<file path="config.mk">
export PLATFORM = sky130hd
export DESIGN_NAME = apb_master_arbiter
export DESIGN_NICKNAME = d
export VERILOG_FILES = /design/src/rtl/apb_master_arbiter.sv
export SDC_FILE = /design/constraint.sdc
export NUM_CORES = 1
export LEC_CHECK = 0
export ABC_AREA = 1
export BUFFER_PORTS_ARGS = -buffer_cell sky130_fd_sc_hd__buf_4
export CORE_MARGIN = 8
export CORE_UTILIZATION = 45
export DETAILED_ROUTE_END_ITERATION = 8
export MAX_ROUTING_LAYER = met4
export PLACE_DENSITY = 0.86
export REMOVE_ABC_BUFFERS = 1
export SLEW_MARGIN = 40
export SYNTH_ARGS = -nofsm -noshare
export SYNTH_HDL_FRONTEND = slang
export SYNTH_SLANG_ARGS = --single-unit
</file>
<file path="constraint.sdc">
create_clock -name Pclk -period 14.9 [get_ports Pclk]
set_input_delay 4.47 -clock Pclk [delete_from_list [all_inputs] [get_ports Pclk]]
set_output_delay 4.47 -clock Pclk [all_outputs]
set_load 0.01 [all_outputs]
</file>
<file path="src/rtl/apb_master_arbiter.sv">
// Two-requester APB master: round-robin arbitration between req0/req1, APB SETUP/ACCESS
// sequencing, address-window and alignment checks, and a Pready timeout.
module apb_master_arbiter #(
  parameter logic [31:0] BASE_ADDR = 32'h2000_0000,
  parameter int unsigned WIN_BYTES = 16,
  parameter int unsigned TIMEOUT   = 16
) (
  input  logic        Pclk,
  input  logic        Prst,
  input  logic        req0_valid,
  output logic        req0_ready,
  input  logic [31:0] req0_addr,
  input  logic        req0_write,
  input  logic [31:0] req0_wdata,
  output logic        rsp0_valid,
  output logic [31:0] rsp0_rdata,
  output logic        rsp0_err,
  input  logic        req1_valid,
  output logic        req1_ready,
  input  logic [31:0] req1_addr,
  input  logic        req1_write,
  input  logic [31:0] req1_wdata,
  output logic        rsp1_valid,
  output logic [31:0] rsp1_rdata,
  output logic        rsp1_err,
  output logic [31:0] Paddr,
  output logic        Pwrite,
  output logic        Psel,
  output logic        Penable,
  output logic [31:0] Pwdata,
  input  logic [31:0] Prdata,
  input  logic        Pready,
  input  logic        Pslverr
);

  localparam int CNT_W = (TIMEOUT > 2) ? $clog2(TIMEOUT) : 1;

  typedef enum logic [1:0] {S_IDLE, S_SETUP, S_ACCESS, S_ERR} state_t;

  state_t             state_q, state_d;
  logic [CNT_W-1:0]   cnt_q, cnt_d;
  logic               prio_q, prio_d;
  logic               owner_q, owner_d;
  logic [31:0]        paddr_q, paddr_d;
  logic [31:0]        pwdata_q, pwdata_d;
  logic               pwrite_q, pwrite_d;
  logic               psel_q, psel_d;
  logic               penable_q, penable_d;
  logic [1:0]         rsp_valid_q, rsp_valid_d;
  logic [1:0]         rsp_err_q, rsp_err_d;
  logic [31:0]        rsp_rdata_q [2];
  logic [31:0]        rsp_rdata_d [2];

  logic [1:0]         valid_vec;
  logic [1:0]         write_vec;
  logic [1:0]         ready_vec;
  logic [31:0]        addr_vec  [2];
  logic [31:0]        wdata_vec [2];

  logic               grant_idx;
  logic               addr_ok;
  logic [31:0]        sel_addr;
  logic [31:0]        offset;
  logic               accept;
  logic               done;
  logic               done_err;
  logic [31:0]        done_rdata;

  assign valid_vec    = {req1_valid, req0_valid};
  assign write_vec    = {req1_write, req0_write};
  assign addr_vec[0]  = req0_addr;
  assign addr_vec[1]  = req1_addr;
  assign wdata_vec[0] = req0_wdata;
  assign wdata_vec[1] = req1_wdata;

  // prio_q names the requester that wins a tie; it flips away from whoever was just granted.
  always_comb begin
    grant_idx = (&valid_vec) ? prio_q : valid_vec[1];
    sel_addr  = addr_vec[grant_idx];
    offset    = sel_addr - BASE_ADDR;
    addr_ok   = (sel_addr >= BASE_ADDR) && (offset < WIN_BYTES) && (sel_addr[1:0] == 2'b00);
  end

  always_comb begin
    state_d    = state_q;
    cnt_d      = cnt_q;
    prio_d     = prio_q;
    owner_d    = owner_q;
    paddr_d    = paddr_q;
    pwdata_d   = pwdata_q;
    pwrite_d   = pwrite_q;
    psel_d     = 1'b0;
    penable_d  = 1'b0;
    accept     = 1'b0;
    done       = 1'b0;
    done_err   = 1'b0;
    done_rdata = '0;
    case (state_q)
      S_IDLE: begin
        if (|valid_vec) begin
          accept  = 1'b1;
          owner_d = grant_idx;
          prio_d  = ~grant_idx;
          if (addr_ok) begin
            state_d  = S_SETUP;
            psel_d   = 1'b1;
            paddr_d  = sel_addr;
            pwrite_d = write_vec[grant_idx];
            pwdata_d = wdata_vec[grant_idx];
          end else begin
            state_d = S_ERR;
          end
        end
      end
      S_SETUP: begin
        state_d   = S_ACCESS;
        psel_d    = 1'b1;
        penable_d = 1'b1;
        cnt_d     = '0;
      end
      S_ACCESS: begin
        if (Pready) begin
          done       = 1'b1;
          done_err   = Pslverr;
          done_rdata = (!pwrite_q && !Pslverr) ? Prdata : 32'h0;
          state_d    = S_IDLE;
        end else if (cnt_q == CNT_W'(TIMEOUT - 1)) begin
          // Hung slave: abandon the transfer rather than stall the owner forever.
          done     = 1'b1;
          done_err = 1'b1;
          state_d  = S_IDLE;
        end else begin
          cnt_d     = cnt_q + 1'b1;
          psel_d    = 1'b1;
          penable_d = 1'b1;
        end
      end
      S_ERR: begin
        done     = 1'b1;
        done_err = 1'b1;
        state_d  = S_IDLE;
      end
      default: state_d = S_IDLE;
    endcase
  end

  generate
    for (genvar gi = 0; gi < 2; gi++) begin : g_req
      assign ready_vec[gi]   = accept && (grant_idx == 1'(gi));
      assign rsp_valid_d[gi] = done && (owner_q == 1'(gi));
      assign rsp_err_d[gi]   = done && (owner_q == 1'(gi)) && done_err;
      assign rsp_rdata_d[gi] = (done && (owner_q == 1'(gi))) ? done_rdata : 32'h0;
    end
  endgenerate

  always_ff @(posedge Pclk or posedge Prst) begin
    if (Prst) begin
      state_q        <= S_IDLE;
      cnt_q          <= '0;
      prio_q         <= 1'b0;
      owner_q        <= 1'b0;
      paddr_q        <= '0;
      pwdata_q       <= '0;
      pwrite_q       <= 1'b0;
      psel_q         <= 1'b0;
      penable_q      <= 1'b0;
      rsp_valid_q    <= '0;
      rsp_err_q      <= '0;
      rsp_rdata_q[0] <= '0;
      rsp_rdata_q[1] <= '0;
    end else begin
      state_q        <= state_d;
      cnt_q          <= cnt_d;
      prio_q         <= prio_d;
      owner_q        <= owner_d;
      paddr_q        <= paddr_d;
      pwdata_q       <= pwdata_d;
      pwrite_q       <= pwrite_d;
      psel_q         <= psel_d;
      penable_q      <= penable_d;
      rsp_valid_q    <= rsp_valid_d;
      rsp_err_q      <= rsp_err_d;
      rsp_rdata_q[0] <= rsp_rdata_d[0];
      rsp_rdata_q[1] <= rsp_rdata_d[1];
    end
  end

  assign req0_ready = ready_vec[0];
  assign req1_ready = ready_vec[1];
  assign rsp0_valid = rsp_valid_q[0];
  assign rsp1_valid = rsp_valid_q[1];
  assign rsp0_err   = rsp_err_q[0];
  assign rsp1_err   = rsp_err_q[1];
  assign rsp0_rdata = rsp_rdata_q[0];
  assign rsp1_rdata = rsp_rdata_q[1];
  assign Paddr      = paddr_q;
  assign Pwdata     = pwdata_q;
  assign Pwrite     = pwrite_q;
  assign Psel       = psel_q;
  assign Penable    = penable_q;

endmodule

</file>
==> out/metrics.csv, run 1 <==
stage,metric,value,unit
drt,drc violations,0,
grt,gr usage total,22.3,%
grt,initial antenna violation count,0,
pwr,maximum vdd drop,0.0728,mV
critical_path,kind of critical path,input port to output pin,
synth,Yosys top cell area share,54.4,%
synth,"FF+latch count, synth",143,
drt,antenna-violating nets left,0,
drt,WL/cell,16.3,um
critical_path,Startpoint Class,input port,
grt,largest net degree at the start of global routing,84,
sta,final setup fails,0,
synth,Synth Area in XOR/XNOR,0.267,%
critical_path,CP Capture Type,output pin,
floorplan,Core Rows,44,
clock_network,root buf cell,clkbuf_16,
critical_path,Crit path required time,10.43,ns
pwr,Int Power,0.755,mW
synth,Syn Area/Cell,8.17,um^2
critical_path,critical path's most frequent cell,buf_4,
sta,skew final,0.00869,ns
floorplan,starting density of the core,45.6,%
synth,main combinational cell family by area after synthesis,simple AND/OR/NAND/NOR gates,
pwr,switching power,0.343,mW
sta,Slew Limit Headroom,50.9,%
synth,synth top area cells,"dfrtp_1 (54%), nand2_1 (18%), nor2_1 (5.2%)",
synth,largest area contributor in the synthesized netlist,dfrtp_1,
clock_network,H-tree depth,4,
floorplan,Die Width,137,um
layout,Layout fillers,1211,
drt,WL final,21000,um
synth,Yosys cell types,28,
layout,share of cells above drive strength 1,33.1,%
clock_network,CTS Hold Buffers Added,0,
synth,Post-Synth Adder-Cell Area,1.33,%
critical_path,worst-path cell with the longest stage delay,nand2_8,
sta,Final Hold Viols,0,
synth,compound-gate portion of the synthesized area,1.31,%
sta,crit path time final,10.05,ns
pwr,clock power share,37.0,%
clock_network,"Clk pin slew, worst setup/hold paths",0.06,ns
layout,most frequent cells in the layout,"buf_4 (309), nand2_1 (307), dfrtp_1 (143), nor2_1 (89), inv_1 (66)",
clock_network,Skew-Pair Late Insertion Delay,0.41,ns
pwr,total power,1.10,mW
layout,Final #Nets,1264,
clock_network,Num CTS Buffers,17,
clock_network,clock sinks,143,
drt,vias after detailed routing,6315,
status,outcome,completed,
critical_path,"slowest stage delay, CP",0.31,ns
layout,area of the multi-input gates,2410,um^2
grt,first-pass GRT wire length,31900,um
layout,"most common cell after layout, fill and taps aside",buf_4,
floorplan,total die area,18700,um^2
place,Post-DP HPWL,15400,um
pwr,Comb pwr share,24.8,%
clock_network,Max Buffers Root-to-Sink,2,
synth,post-synthesis cell count,804,
layout,Register Area,3580,um^2
floorplan,Die Ht,137,um
critical_path,CP arrival,5.58,ns
critical_path,critical path peak fanout,72,
pwr,leakage,5.54,nW
synth,Post-Syn Area,6570,um^2
grt,GRT overflow,0,
sta,RSZ-0062 raised after global routing,false,
synth,Yosys warning total,0,
floorplan,CORE AREA,14400,um^2
drt,vias per cell,4.91,
sta,max-slew violations,0,
worst_hold_path,Hold/Removal Path Class,flip-flop to flip-flop,
sta,f_max,99.5,MHz
synth,register area share after synthesis,54.4,%
drt,DR pass1 iterations,5,
sta,setup TNS,0,ns
place,Final GP Congestion,0.883,
pwr,sw frac,31.2,%
pwr,Seq pwr share,38.2,%
layout,area grow syn2layout,43.9,%
grt,number of global-route vias before repair,6293,
clock_network,CTS tree,yes,
place,Placement Cell Area,8880,um^2
drt,DRT iter0 DRCs,415,
synth,Post-Synth Simple-Gate Area,33.5,%
critical_path,worst path cell trace,buf_4 -> nand2_4 -> nand2_8 -> nor2_1 -> buf_4,
synth,multiplexer share of the synthesized area,0,%
place,Port Buf Inserts,304,
clock_network,Setup Buffers After CTS,0,
clock_network,PostCTS Resize Cnt,0,
sta,Worst-Margin Slew,0.737,ns
layout,Inserted Diodes,0,
pwr,Power per Cell Area,116,nW/um^2
floorplan,Ports,305,
flow_run,maxcap violations,0,
sta,period utilization,67.4,%
layout,Finished Cell Area,9460,um^2
==> layout make-up <==
type	instances	area share, %
Tap cell	184	2.43
Inverter	77	3.11
Multi-Input combinational cell	538	25.5
Clock buffer	18	4.54
Clock inverter	13	1.48
Sequential cell	143	37.8
Timing Repair Buffer	312	25.1
==> final timing paths <==
| kind | from | to | slack [ns] | depth (start not counted) |
|---|---|---|---|---|
| max | req0_valid | req1_ready | 4.85 | 5 |
| min | Paddr[22] | Paddr[22] | 0.47 | 2 |
| max reg2reg | prio_q | Pwdata[24] | 11.68 | 15 |
| min reg2reg | Paddr[22] | Paddr[22] | 0.47 | 2 |
| max in group asynchronous | Prst | Pwrite | 9.70 | 3 |
| min in group asynchronous | Prst | Paddr[2] | 4.21 | 2 |
==> metrics by stage <==
step	hold WS, ns	setup WS, ns	utilization [%]	cells
2_1_floorplan	0.415	4.24	-	758
3_3_place_gp	0.450	4.39	61.3	1252
3_5_place_dp	0.457	4.86	61.6	1254
4_1_cts	0.466	4.85	65.5	1285
5_1_grt	0.475	4.72	65.6	1285
6_report	0.469	4.85	65.6	1285
==> critical path, delay by kind of cell <==
family	cells	cell delay (ns)
simple gates	3	0.80
buf+inv	2	0.29
==> power groups by stage <==
stage / clock network [mW] / logic [mW] / registers [mW]
6_report: 0.406 / 0.273 / 0.419
5_1_grt: 0.432 / 0.303 / 0.421
4_1_cts: 0.412 / 0.273 / 0.419
3_5_place_dp: 0 / 0.272 / 0.425
3_3_place_gp: 0 / 0.253 / 0.425
2_1_floorplan: 0 / 0.143 / 0.429
==> sequential cells by signal (all words and copies together), names as in the netlist <==
name         flops
rsp1_rdata      32
rsp_err_q        2
Psel             1
Paddr           32
cnt_q            4
state_q          2
prio_q           1
Pwdata          32
rsp0_rdata      32
Penable          1
rsp_valid_q      2
owner_q          1
Pwrite           1
==> cell families (layout without fill, tap and decap cells) <==
logic type,Yosys count,count (layout)
AO/OA/AOI/OAI,15,15
XOR/XNOR,2,2
adder cells (fa/ha/maj),7,7
buffers and inverters,123,420
flip-flops,143,143
AND/OR/NAND/NOR,514,514
==> Yosys cell counts <==
cell and instances:
buf_6 15, nor2_1 91, nand3_1 54, a21boi_0 2
a21oi_1 4, clkbuf_1 8, inv_1 69, nand4_1 37
buf_4 4, nor3_1 1, o21bai_1 1, buf_1 10
xor2_1 1, nand3b_1 17, nor2_2 2, buf_2 9
o21ai_0 6, o21ai_1 1, dfrtp_1 143, nand3_4 1
nand2_8 1, or2_2 2, inv_2 8, xnor2_1 1
nand2_4 1, ha_1 7, a22o_1 1, nand2_1 307
==> metal layers <==
layer	vias up	global-route usage, %	part of all wire [%]
met5	-	-	0
met4	0	6.70	1.9
met3	31	6.42	9.0
met2	311	36.3	49
met1	2915	26.5	40
li1	3058	-	-
Power figures use the tool's default switching activity.
==> run 2: changes to the inputs <==
--- a/config.mk
+++ b/config.mk
@@ -8,7 +8,7 @@
 export ABC_AREA = 1
 export BUFFER_PORTS_ARGS = -buffer_cell sky130_fd_sc_hd__buf_4
 export CORE_MARGIN = 8
-export CORE_UTILIZATION = 45
+export CORE_UTILIZATION = 43
 export DETAILED_ROUTE_END_ITERATION = 8
 export MAX_ROUTING_LAYER = met4
 export PLACE_DENSITY = 0.86
==> constraint.sdc (replaced) <==
create_clock -name Pclk -period 8.2 [get_ports Pclk]
set_input_delay 2.46 -clock Pclk [delete_from_list [all_inputs] [get_ports Pclk]]
set_output_delay 2.46 -clock Pclk [all_outputs]
set_load 0.01 [all_outputs]
==> out/metrics.csv, run 2 (synthesized netlist as in run 1, its figures left out) <==
stage,metric,value,unit,change
clock_network,CTS tree,yes,,unchanged
clock_network,Setup Buffers After CTS,0,,unchanged
clock_network,Max Buffers Root-to-Sink,2,,unchanged
layout,Register Area,3580,um^2,unchanged
layout,Final #Nets,1262,,was 1264
status,outcome,completed,,unchanged
sta,skew final,0.0122,ns,was 0.00869 ns
clock_network,Num CTS Buffers,17,,unchanged
drt,DR pass1 iterations,4,,was 5
sta,max-slew violations,0,,unchanged
critical_path,critical path's most frequent cell,buf_4,,unchanged
drt,vias after detailed routing,6226,,was 6315
place,Post-DP HPWL,15200,um,was 15400 um
critical_path,worst-path cell with the longest stage delay,nand2_8,,unchanged
sta,period utilization,73.1,%,
sta,final setup fails,0,,unchanged
clock_network,clock sinks,143,,unchanged
place,Final GP Congestion,0.844,,was 0.883
grt,number of global-route vias before repair,6307,,was 6293
floorplan,Ports,305,,unchanged
floorplan,total die area,19500,um^2,was 18700 um^2
critical_path,family with the most delay on the worst path,simple AND/OR/NAND/NOR gates,,unchanged
layout,Inserted Diodes,0,,unchanged
sta,Slew Limit Headroom,55.0,%,was 50.9%
sta,Worst-Margin Slew,0.676,ns,was 0.737 ns
critical_path,critical path peak fanout,72,,unchanged
critical_path,worst path cell trace,buf_4 -> nand2_4 -> nand2_8 -> nor2_1 -> buf_4,,unchanged
floorplan,starting density of the core,43.6,%,was 45.6%
sta,Final Hold Viols,0,,unchanged
sta,setup TNS,0,ns,unchanged
critical_path,Startpoint Class,input port,,unchanged
place,Port Buf Inserts,304,,unchanged
grt,first-pass GRT wire length,32600,um,was 31900 um
critical_path,Crit path required time,5.74,ns,was 10.43 ns
drt,WL/cell,16.1,um,was 16.3 um
grt,GRT overflow,0,,unchanged
grt,gr usage total,21.7,%,was 22.3%
place,Placement Cell Area,8850,um^2,was 8880 um^2
critical_path,Buffers & Inverters on Critical Path,2,,unchanged
grt,initial antenna violation count,0,,unchanged
clock_network,Skew-Pair Late Insertion Delay,0.42,ns,was 0.41 ns
critical_path,kind of critical path,input port to output pin,,unchanged
sta,crit path time final,5.99,ns,
worst_hold_path,Hold/Removal Path Class,flip-flop to flip-flop,,unchanged
critical_path,Worst path depth,5,,unchanged
layout,most frequent cells in the layout,"buf_4 (309), nand2_1 (307), dfrtp_1 (143), nor2_1 (89), inv_1 (65)",,"was buf_4 (309), nand2_1 (307), dfrtp_1 (143), nor2_1 (89), inv_1 (66)"
floorplan,CORE AREA,15100,um^2,was 14400 um^2
layout,share of cells above drive strength 1,33.2,%,was 33.1%
floorplan,Die Width,140,um,was 137 um
critical_path,"slowest stage delay, CP",0.30,ns,was 0.31 ns
layout,area of the multi-input gates,2410,um^2,unchanged
sta,f_max,167,MHz,
critical_path,CP arrival,3.53,ns,was 5.58 ns
pwr,maximum vdd drop,0.141,mV,was 0.0728 mV
flow_run,maxcap violations,0,,unchanged
drt,antenna-violating nets left,0,,unchanged
layout,area grow syn2layout,43.8,%,was 43.9%
drt,DRT iter0 DRCs,372,,was 415
drt,WL final,20700,um,was 21000 um
critical_path,R2R cell count,14,,was 15
clock_network,H-tree depth,4,,unchanged
clock_network,"Clk pin slew, worst setup/hold paths",0.07,ns,was 0.06 ns
pwr,Power per Cell Area,212,nW/um^2,was 116 nW/um^2
floorplan,Core Rows,45,,was 44
layout,Layout fillers,1277,,was 1211
floorplan,Die Ht,140,um,was 137 um
pwr,leakage,5.52,nW,was 5.54 nW
sta,RSZ-0062 raised after global routing,false,,unchanged
critical_path,CP Capture Type,output pin,,unchanged
drt,vias per cell,4.83,,was 4.91
worst_hold_path,Min-Delay Path Depth,1,,was 2
clock_network,PostCTS Resize Cnt,0,,unchanged
layout,Finished Cell Area,9450,um^2,was 9460 um^2
drt,drc violations,0,,unchanged
layout,"most common cell after layout, fill and taps aside",buf_4,,unchanged
clock_network,root buf cell,clkbuf_16,,unchanged
grt,largest net degree at the start of global routing,74,,was 84
clock_network,CTS Hold Buffers Added,0,,unchanged
-- run 2: cell count changes in the layout (fill, tap and decap cells not counted), moves of 2 or more --
cell	previous run	this run
clkinv_8	0	2
clkinv_2	4	0
inv_6	4	6
inv_8	0	3
-- run 2: worst paths after layout --
path                            start              to  slack, ns
min in group asynchronous        Prst  rsp1_rdata[28]       2.12
max                        req0_valid      req1_ready       2.21
min                           owner_q  rsp_valid_q[0]       0.45
min reg2reg                   owner_q  rsp_valid_q[0]       0.45
max reg2reg                    prio_q        Paddr[3]       5.00
max in group asynchronous        Prst  rsp1_rdata[31]       4.98
-- run 2: stage by stage --
step / cells / hold slack (ns) / total power, mW / util, % / setup slack, ns
3_5_place_dp: 1256 / 0.437 / 1.25 / 58.7 / 2.20
6_report: 1288 / 0.448 / 2.00 / 62.6 / 2.21
5_1_grt: 1288 / 0.465 / 2.11 / 62.6 / 2.10
4_1_cts: 1288 / 0.452 / 2.02 / 62.6 / 2.19
2_1_floorplan: 758 / 0.415 / 1.04 / - / 1.56
3_3_place_gp: 1256 / 0.426 / 1.24 / 58.6 / 2.21
-- run 2: metal layers --
metal  track usage [%]  share of wire, %  wire (um)  vias up
li1                  -                 -          -     3047
met1              25.6                42       8650     2862
met2              35.6                49      10100      294
met3              6.53               8.0       1660       23
met4              6.06               1.3        276        0
met5                 -                 0          0        -
-- run 2: final cells by class --
type | count | share of cell area (%)
tap | 188 | 2.49
clock inverter | 15 | 1.83
sequential | 143 | 37.9
inverter | 77 | 3.11
timing repair buffer | 310 | 24.7
clock buffer | 17 | 4.50
multi-input combinational | 538 | 25.5
-- run 2: where the power goes --
part	switching, mW	internal [mW]	leakage (nW)	total, mW
Clock	0.335	0.434	0.287	0.769
Combinational	0.306	0.165	3.26	0.472
Sequential	0.0203	0.741	1.98	0.761
Total	0.662	1.34	5.52	2.00
==> run 3: changes to the inputs <==
--- a/config.mk
+++ b/config.mk
@@ -8,7 +8,7 @@
 export ABC_AREA = 1
 export BUFFER_PORTS_ARGS = -buffer_cell sky130_fd_sc_hd__buf_4
 export CORE_MARGIN = 8
-export CORE_UTILIZATION = 43
+export CORE_UTILIZATION = 45
 export DETAILED_ROUTE_END_ITERATION = 8
 export MAX_ROUTING_LAYER = met4
 export PLACE_DENSITY = 0.86
==> constraint.sdc (replaced) <==
create_clock -name Pclk -period 5.7 [get_ports Pclk]
set_input_delay 1.71 -clock Pclk [delete_from_list [all_inputs] [get_ports Pclk]]
set_output_delay 1.71 -clock Pclk [all_outputs]
set_load 0.01 [all_outputs]
==> out/metrics.csv, run 3 (synthesized netlist as in run 1, its figures left out) <==
stage,metric,value,unit,change
clock_network,CTS tree,yes,,unchanged
pwr,switching power,0.884,mW,was 0.662 mW
place,DP Cell Count,1253,,was 1256
clock_network,H-tree depth,4,,unchanged
critical_path,Startpoint Class,input port,,unchanged
pwr,sw frac,30.4,%,was 33.1%
sta,Slew Limit Headroom,54.4,%,was 55.0%
layout,share of cells above drive strength 1,33.0,%,was 33.2%
pwr,maximum vdd drop,0.218,mV,was 0.141 mV
floorplan,Ports,305,,unchanged
floorplan,Core Rows,44,,was 45
sta,max-slew violations,0,,unchanged
clock_network,clock sinks,143,,unchanged
place,Port Buf Inserts,304,,unchanged
layout,area grow syn2layout,43.7,%,was 43.8%
layout,Final #Nets,1263,,was 1262
pwr,Int Power,2.02,mW,was 1.34 mW
layout,Layout fillers,1173,,was 1277
sta,final setup fails,0,,unchanged
critical_path,worst path cell trace,buf_4 -> nand2_4 -> nand2_8 -> nand2_1 -> inv_1 -> buf_4,,was buf_4 -> nand2_4 -> nand2_8 -> nor2_1 -> buf_4
drt,antenna-violating nets left,0,,unchanged
drt,WL/cell,16.4,um,was 16.1 um
drt,drc violations,0,,unchanged
sta,Worst-Margin Slew,0.685,ns,was 0.676 ns
clock_network,Max Buffers Root-to-Sink,2,,unchanged
floorplan,CORE AREA,14400,um^2,was 15100 um^2
floorplan,starting density of the core,45.6,%,was 43.6%
drt,vias per cell,4.90,,was 4.83
pwr,clock power share,38.7,%,was 38.4%
layout,Post-Layout Cell Count,1282,,was 1288
critical_path,kind of critical path,input port to output pin,,unchanged
critical_path,worst-path cell with the longest stage delay,nand2_8,,unchanged
pwr,Seq pwr share,37.7,%,was 38.0%
grt,GRT overflow,0,,unchanged
grt,gr usage total,22.7,%,was 21.7%
sta,f_max,223,MHz,
sta,period utilization,78.7,%,
grt,number of global-route vias before repair,6331,,was 6307
sta,skew final,0.00883,ns,was 0.0122 ns
floorplan,Die Ht,137,um,was 140 um
layout,Inserted Diodes,0,,unchanged
grt,first-pass GRT wire length,32100,um,was 32600 um
critical_path,critical path peak fanout,72,,unchanged
layout,most frequent cells in the layout,"buf_4 (311), nand2_1 (307), dfrtp_1 (143), nor2_1 (89), inv_1 (65)",,"was buf_4 (309), nand2_1 (307), dfrtp_1 (143), nor2_1 (89), inv_1 (65)"
grt,largest net degree at the start of global routing,104,,was 74
critical_path,Buffers & Inverters on Critical Path,3,,was 2
place,Post-DP HPWL,15400,um,was 15200 um
clock_network,Skew-Pair Late Insertion Delay,0.42,ns,about the same
critical_path,"slowest stage delay, CP",0.30,ns,about the same
drt,vias after detailed routing,6277,,was 6226
critical_path,family with the most delay on the worst path,simple AND/OR/NAND/NOR gates,,unchanged
clock_network,Setup Buffers After CTS,0,,unchanged
pwr,leakage,5.53,nW,was 5.52 nW
sta,RSZ-0062 raised after global routing,false,,unchanged
clock_network,root buf cell,clkbuf_16,,unchanged
flow_run,maxcap violations,0,,unchanged
drt,DR pass1 iterations,4,,unchanged
status,outcome,completed,,unchanged
place,Placement Cell Area,8850,um^2,about the same
critical_path,Crit path required time,3.99,ns,was 5.74 ns
clock_network,Num CTS Buffers,17,,unchanged
grt,initial antenna violation count,0,,unchanged
critical_path,CP arrival,2.78,ns,was 3.53 ns
clock_network,PostCTS Resize Cnt,0,,unchanged
critical_path,CP Capture Type,output pin,,unchanged
sta,Final Hold Viols,0,,unchanged
layout,Finished Cell Area,9450,um^2,about the same
critical_path,critical path's most frequent cell,buf_4,,unchanged
worst_hold_path,Hold/Removal Path Class,flip-flop to flip-flop,,unchanged
clock_network,CTS Hold Buffers Added,0,,unchanged
drt,WL final,21000,um,was 20700 um
clock_network,"Clk pin slew, worst setup/hold paths",0.05,ns,was 0.07 ns
pwr,Power per Cell Area,308,nW/um^2,was 212 nW/um^2
drt,DRT iter0 DRCs,447,,was 372
floorplan,total die area,18700,um^2,was 19500 um^2
floorplan,Die Width,137,um,was 140 um
sta,crit path time final,4.49,ns,
pwr,Comb pwr share,23.5,%,was 23.6%
layout,"most common cell after layout, fill and taps aside",buf_4,,unchanged
place,Final GP Congestion,0.856,,was 0.844
## run 3: cell count changes in the layout (fill, tap and decap cells not counted), sizes merged
cell | before | now
buf | 310 | 311
bufinv | 1 | 3
clkbuf | 17 | 20
clkinv | 4 | 3
clkinvlp | 2 | 1
inv | 85 | 79
## run 3: worst reg2reg max path, cell delays in order, from the launching register on
cell and delay, ns:
dfrtp_1 0.34, inv_2 0.06, nand2_4 0.25, nand2_8 0.30, o21ai_0 0.37, inv_1 0.07
ha_1 0.29, nand3_1 0.08, nor2_1 0.11, nand2_1 0.07, nor2_2 0.07, buf_4 0.35
nand3_4 0.46, nand2_1 0.21, nand2_1 0.07
## run 3: worst paths after layout
path                            depth (start not counted)  slack, ns        from          to
worst min-delay path                                    2       0.47   Paddr[16]   Paddr[16]
worst max-delay path                                    6       1.21  req0_valid  req0_ready
worst min register to register                          2       0.47   Paddr[16]   Paddr[16]
worst max register to register                         14       2.49      prio_q  Pwdata[22]
max in group asynchronous                               3       3.32        Prst    Paddr[6]
min in group asynchronous                               2       1.41        Prst    Paddr[2]
## run 3: layer usage
metal  global-route usage (%)  vias up  part of all wire [%]
met2                     37.0      334                    49
met1                     26.2     2852                    40
met3                     6.79       34                   9.0
met4                     7.85        0                   2.4
met5                        -        -                     0
li1                         -     3057                     -
## run 3: stage by stage
step | setup TNS (ns) | util (%) | power (mW) | setup WS, ns | hold slack (ns)
6_report | 0 | 65.5 | 2.91 | 1.21 | 0.467
5_1_grt | 0 | 65.5 | 3.06 | 1.08 | 0.484
4_1_cts | 0 | 65.5 | 2.92 | 1.19 | 0.469
3_5_place_dp | 0 | 61.3 | 1.79 | 1.06 | 0.454
3_3_place_gp | 0 | 61.3 | 1.78 | 1.18 | 0.449
2_1_floorplan | -1.51 | - | 1.50 | -0.0408 | 0.415
## run 3: layout make-up
cell class | instances | area [um^2] | share of cell area [%]
clock buffers | 20 | 467 | 4.94
repair buffers | 311 | 2330 | 24.7
well taps | 184 | 230 | 2.44
inverters | 77 | 297 | 3.14
flip-flops and latches | 143 | 3580 | 37.9
multi-input cells | 538 | 2410 | 25.5
clock inverters | 9 | 134 | 1.42
## run 3: power by group through the flow
stage          Combinational [mW]  Sequential (mW)  Clock, mW
2_1_floorplan               0.375             1.12          0
5_1_grt                     0.767             1.10       1.19
6_report                    0.684             1.10       1.13
3_5_place_dp                0.682             1.11          0
4_1_cts                     0.688             1.10       1.14
3_3_place_gp                0.665             1.11          0
